==> src/rtl/rtc_timekeeper.sv <==
// rtc_timekeeper: binary HH:MM:SS counter advanced by a 1 Hz tick, with a validated time load.
// Define RTC_TIMEKEEPER_ALARM_EN to compile in the sticky alarm compare.
module rtc_timekeeper #(
  parameter int HOUR_MAX = 23
) (
  input  logic       clk,
  input  logic       rst,
  input  logic       tick,
  input  logic       set_valid,
  output logic       set_ready,
  input  logic [5:0] set_sec,
  input  logic [5:0] set_min,
  input  logic [4:0] set_hr,
  output logic       set_err,
  output logic [5:0] sec,
  output logic [5:0] min,
  output logic [4:0] hr,
  output logic       day_pulse
`ifdef RTC_TIMEKEEPER_ALARM_EN
  ,
  input  logic [5:0] alarm_sec,
  input  logic [5:0] alarm_min,
  input  logic [4:0] alarm_hr,
  input  logic       alarm_arm,
  input  logic       alarm_clr,
  output logic       alarm_flag
`endif
);

  localparam logic [4:0] HR_LAST = 5'(HOUR_MAX);

  typedef enum logic [1:0] {IDLE, ADVANCE, LOAD} state_t;

  state_t     state, state_nxt;
  logic       pending, pending_nxt;
  logic       accept;
  logic [5:0] ld_sec_p1, ld_min_p1;
  logic [4:0] ld_hr_p1;
  logic       ld_ok_p1;

  function automatic logic load_ok(input logic [5:0] s, input logic [5:0] m,
                                   input logic [4:0] h);
    return (s <= 6'd59) && (m <= 6'd59) && (h <= HR_LAST);
  endfunction

  // A load in IDLE wins over a tick; a pending tick survives the load.
  always_comb begin
    state_nxt   = IDLE;
    pending_nxt = pending;
    set_ready   = 1'b0;
    accept      = 1'b0;
    case (state)
      IDLE: begin
        set_ready = 1'b1;
        if (set_valid) begin
          state_nxt = LOAD;
          accept    = 1'b1;
        end else if (tick || pending) begin
          state_nxt   = ADVANCE;
          pending_nxt = 1'b0;
        end
      end
      default: begin
        if (tick) pending_nxt = 1'b1;
      end
    endcase
  end

  always_ff @(posedge clk) begin
    if (rst) begin
      state   <= IDLE;
      pending <= 1'b0;
      set_err <= 1'b0;
    end else begin
      state   <= state_nxt;
      pending <= pending_nxt;
      set_err <= accept && !load_ok(set_sec, set_min, set_hr);
    end
  end

  // p1: load operands captured only in the accept cycle
  always_ff @(posedge clk) begin
    if (accept) begin
      ld_sec_p1 <= set_sec;
      ld_min_p1 <= set_min;
      ld_hr_p1  <= set_hr;
      ld_ok_p1  <= load_ok(set_sec, set_min, set_hr);
    end
  end

  // p2: time registers, updated at the end of an ADVANCE or LOAD cycle
  always_ff @(posedge clk) begin
    if (rst) begin
      sec       <= '0;
      min       <= '0;
      hr        <= '0;
      day_pulse <= 1'b0;
    end else begin
      day_pulse <= 1'b0;
      if (state == ADVANCE) begin
        if (sec == 6'd59) begin
          sec <= '0;
          if (min == 6'd59) begin
            min <= '0;
            if (hr == HR_LAST) begin
              hr        <= '0;
              day_pulse <= 1'b1;
            end else begin
              hr <= hr + 5'd1;
            end
          end else begin
            min <= min + 6'd1;
          end
        end else begin
          sec <= sec + 6'd1;
        end
      end else if (state == LOAD && ld_ok_p1) begin
        sec <= ld_sec_p1;
        min <= ld_min_p1;
        hr  <= ld_hr_p1;
      end
    end
  end

`ifdef RTC_TIMEKEEPER_ALARM_EN
  logic vld_p2;

  // p3: compare the freshly updated time; a new match beats a same-cycle clear
  always_ff @(posedge clk) begin
    if (rst) begin
      vld_p2     <= 1'b0;
      alarm_flag <= 1'b0;
    end else begin
      vld_p2 <= (state != IDLE);
      if (vld_p2 && alarm_arm && sec == alarm_sec && min == alarm_min && hr == alarm_hr)
        alarm_flag <= 1'b1;
      else if (alarm_clr)
        alarm_flag <= 1'b0;
    end
  end
`endif

endmodule

==> config.mk <==
export PLATFORM = sky130hd
export DESIGN_NAME = rtc_timekeeper
export DESIGN_NICKNAME = d
export VERILOG_FILES = /design/src/rtl/rtc_timekeeper.sv
export SDC_FILE = /design/constraint.sdc
export NUM_CORES = 1
export LEC_CHECK = 0
export CORE_ASPECT_RATIO = 0.8
export CORE_UTILIZATION = 30
export CTS_CLUSTER_SIZE = 8
export DETAILED_ROUTE_END_ITERATION = 6
export SYNTH_ARGS = -nofsm -noshare
export SYNTH_HDL_FRONTEND = slang
export SYNTH_SLANG_ARGS = --single-unit
==> constraint.sdc <==
create_clock -name clk -period 1.6 [get_ports clk]
set_input_delay 0.4 -clock clk [delete_from_list [all_inputs] [get_ports clk]]
set_output_delay 0.4 -clock clk [all_outputs]
set_load 0.01 [all_outputs]
=== Yosys cells after proc, flatten, opt, wreduce, memory -nomap -nowiden ===
Index checks and enable logic that the tools add are counted.

* Add/subtract/negate cells: 3
* Multiply operators: 0
* Div/mod/pow operators: 0
* Magnitude comparators: 3
* Eq/ne operators: 9
* Shift-type cells: 0
* Mux-type cells: 22
* Bitwise gates (word level): 4
* Reduce and logical (&&, ||, !) cells: 15

{| class="wikitable"
|+ Operator list
! kind !! number
|-
| $mux 6 || 7
|-
| $mux 5 || 5
|-
| $add 6x1->6 const B || 2
|-
| $eq 6x6->1 const B || 2
|-
| $le 6x6->1 const B || 2
|-
| $mux 1 || 9
|-
| $reduce_and 3->1 || 2
|-
| $add 5x1->5 const B || 1
|-
| $eq 5x5->1 const B || 1
|-
| $le 5x5->1 const B || 1
|-
| $logic_and 1x1->1 || 4
|-
| $ne 2x1->1 const B || 2
|-
| $ne 2x2->1 const B || 2
|-
| $not 1->1 || 4
|-
| $reduce_bool 2->1 || 2
|-
| $reduce_or 4->1 || 1
|-
| $reduce_or 3->1 || 1
|-
| $eq 2x1->1 const B || 1
|-
| $eq 2x2->1 const B || 1
|-
| $logic_not 2->1 || 1
|-
| $mux 2 || 1
|-
| $reduce_and 2->1 || 1
|-
| $reduce_or 2->1 || 1
|-
| $logic_not 1->1 || 1
|-
| $logic_or 1x1->1 || 1
|}

* Register bits: 40
* Bits in latches: 0
* Memory bits (writable): 0
* Bits in read-only memories: 0
* Input bits: 21
* Word-level logic and storage cells: 68
* Memories: 0

=== Depth between registers and ports, before layout ===
* Depth after elaboration: 5
* Mapped depth: 6
* Gate-level depth less buffers: 5

=== Worst setup path after synthesis ===
OpenSTA, ideal clock, no wires.

* Kind: flip-flop to flip-flop
* From: register state[0]
* To: register ld_hr_p1[0], enable pin
* Setup time: 0.373 ns
* Arrival: 1.199 ns
* Data required time: 1.227 ns
* Setup slack: 0.028 ns
* Stages on the path, launching flop included: 5
* Path buffers: 1
* Clock period less this slack: 1.572 ns
* Cells stage by stage: dfxtp_1 > buf_4 > nor2_1 > nand2_1 > inv_1

* Longest elaborated chain between the ends: 2

{| class="wikitable"
|+ Ends and longest elaborated chain
! element !! RTL line !! text
|-
| start: declaration || 34 || <nowiki>state_t state, state_nxt;</nowiki>
|-
| start signal: assignment || 75 || <nowiki>state <= state_nxt;</nowiki>
|-
| $logic_not 2->1 || 52 || <nowiki>case (state)</nowiki>
|-
| $mux 1 || 52 ||
|-
| named net accept || 36 || <nowiki>logic accept;</nowiki>
|-
| end signal: assignment || 86 || <nowiki>ld_hr_p1 <= set_hr;</nowiki>
|-
| end: declaration || 38 || <nowiki>logic [4:0] ld_hr_p1;</nowiki>
|}

The timed path passes the listed nets, and every way through them passes these cells.
A chain may end at the register's enable or synchronous reset.

=== Worst setup path in the final report ===
* From: register day_pulse
* To: output port day_pulse

{| class="wikitable"
|+ RTL lines
! element !! RTL line !! text
|-
| start: declaration || 18 || <nowiki>output logic day_pulse</nowiki>
|-
| start signal: assignment || 97 || <nowiki>day_pulse <= 1'b0;</nowiki>
|-
| start signal: assignment || 99 || <nowiki>day_pulse <= 1'b0;</nowiki>
|-
| start signal: assignment || 107 || <nowiki>day_pulse <= 1'b1;</nowiki>
|}

No word-level cell between the ends.

==> qor.txt <==
Status: completed
Number of setup buffers added after CTS: 0
Final Wtd Congestion: 0.7950
Final worst-path cycle share: 95.28%
CP Depth: 1
Vias in the first global route: 1579
CP arrival: 1.12 ns
Post-route ant nets: 0
Die footprint: 6801 um2
PortBufs: 40
Global-route wire length before repair: 7686 um
Final Skew: 0.007815 ns
Clock sink count: 40
DRC violations left: 0
Global route overflow: 0
Worst path bufs/invs: 1
Worst endpoint required time: 1.20 ns
CP cell instances: clkdlybuf4s50_1
Clk_lat worst skew: 0.29 ns
Top_reg_cell synth: dfxtp_1
Final wirelength: 4592 um
Drt initial violations: 85
Leakage power: 1.002 nW
CP endpoint kind: output pin
Worst VDD drop: 0.3129 mV
Crit start category: register
Mapped Area: 1942 um2
Largest net degree at the start of global routing: 23
Die Wd: 91.95 um
Slowest stage cell on the critical path: clkdlybuf4s50_1
Clk root buf: clkbuf_8
Core Area: 6068 um2
CTS tree: built
Max-cap violations: 0
Relative slew slack: 80.02%
Minimum clock period: 1.524 ns
Num ports: 41
Initial antenna violation count: 0
Fin. max-slew vios: 0
Unrepaired setup endpoints after global routing: false
Worst-Margin Slew: 0.2988 ns
Die Ht: 73.96 um
Max Clk Rate: 0.6560 GHz
Routed vias/inst: 5.220
Cts-stage hold buffer count: 0
Critical R2R Launch: sec[0]
Sequential area share after synthesis: 50.52%
CTS max path bufs: 2
Dpl hpwl: 3460 um
Crit-path leading delay family: buffers and inverters
Placed Cells: 314
Final cell count without fillers: 322
Fill cells: 605
GRT Total Usage: 14.76%
Core Util, Final: 43.22%
Register-to-register setup slack: 0.14 ns
CP max FO: 1
Worst hold path type: register to register
Final #Nets: 264
Layout cells sized above 1: 21.99%
N_diodes: 0
CTS Buf Count: 5
Post-synth EDFFs: 18
Yosys cell types: 60
Initial Util: 32.00%
Row count: 25
Reg clk slew, reported paths: 0.08 ns
Net Count, Synth: 207
CP peak stage delay: 0.52 ns
Final Hold Viols: 0
#FFs+latches synth: 40
DR WL/cell: 14.26 um
Final setup vio count: 0
TNS Setup: 0 ns
Setup CP Type: register to output pin
Avg Cell Area, Syn: 10.61 um2
DR vias: 1681
Mapped Cells: 183
R2r endpoint: hr[1]
Pwr/cell area: 820.0 nW/um2
Worst reg2reg path depth: 6
Synth-to-layout area growth: 35.05%
Post-synth ARST share: 0%
Setup crit end: day_pulse
Synth Warn #: 0
Critical path launch point: day_pulse
H-Tree Depth: 2
DR pass1 iterations: 4
-- registers in the layout, indices dropped and copies added (netlist names) --
register / flops
min: 6
day_pulse: 1
sec: 6
ld_sec_p1: 6
set_err: 1
ld_min_p1: 6
hr: 5
state: 2
ld_hr_p1: 5
ld_ok_p1: 1
pending: 1
-- worst min path at each step --
stage	from	cells after the start	slack [ns]	endpoint
floorplan	pending	2	0.44	pending
detailed placement	pending	2	0.47	pending
finish	pending	2	0.48	pending
global placement	pending	2	0.45	pending
CTS	pending	2	0.48	pending
global route	pending	2	0.50	pending
-- logic make-up after synthesis --
kind of cell,share of synthesized area [%]
simple gates,19.85
compound gates,20.81
flops,50.52
buf+inv,4.575
mux,1.868
fa+ha+maj,1.933
xor+xnor,0.4511
-- report_power, final --
part / leakage, nW / internal (mW) / total (mW) / switching (mW)
clock: 0.0378 / 0.301 / 0.664 / 0.363
combinational: 0.608 / 0.164 / 0.299 / 0.136
sequential: 0.357 / 1.14 / 1.19 / 0.0525
-- layout by cell type (no fill, tap or decap), types with 6 or more instances in the layout --
cell             netlist  layout
a21oi_1               15      15
buf_4                  4      19
clkdlybuf4s50_1        0      22
dfxtp_1               22       9
dfxtp_2                0      13
dlygate4sd2_1          0      18
edfxtp_1              18      18
nand2_1               16      16
nand3_1                6       6
nor2_1                10      10
nor3_1                 6       6
-- synthesized netlist by cell type, types with 4 or more instances --
library cell	n	area share, %
dfxtp_1	22	23
o21ai_0	5	1.3
nand3_1	6	1.5
edfxtp_1	18	28
buf_4	4	1.5
nor2_1	10	1.9
a211oi_1	4	1.5
a21oi_1	15	3.9
nand2_1	16	3.1
inv_1	5	0.97
nor3_1	6	1.5
a311oi_1	4	1.8
-- layer usage --
metal	vias to the layer above	track usage (%)	wire length (um)
met5	-	0	0
met3	5	3.579	340
met1	788	20.93	2314
met2	67	22.31	1894
met4	0	4.861	43
li1	821	-	-
-- through the flow --
| step | instance area, um2 | worst slack [ns] | hold slack (ns) | power [mW] |
|---|---|---|---|---|
| 2_1_floorplan | 1942 | 0.02779 | 0.4446 | 1.346 |
| 3_3_place_gp | 2536 | 0.06166 | 0.4537 | 1.523 |
| 3_5_place_dp | 2536 | 0.03566 | 0.4682 | 1.524 |
| 4_1_cts | 2618 | 0.06909 | 0.4792 | 2.167 |
| 5_1_grt | 2623 | 0.01870 | 0.4983 | 2.243 |
| 6_report | 2623 | 0.07551 | 0.4767 | 2.151 |
-- timing repair --
item	CTS	global route
setup endpoints to repair	18	3
cloned	0	0
resized for setup	31	2
-- area by class of cell --
type | count | area (um2) | area share [%]
Tap cell | 81 | 101.3 | 3.864
Sequential cell | 40 | 997.2 | 38.02
Multi-Input combinational cell | 128 | 877.1 | 33.44
Clock inverter | 3 | 18.77 | 0.7156
Inverter | 5 | 18.77 | 0.7156
Timing Repair Buffer | 60 | 540.5 | 20.61
Clock buffer | 5 | 68.82 | 2.624
Power figures use the tool's default switching activity.
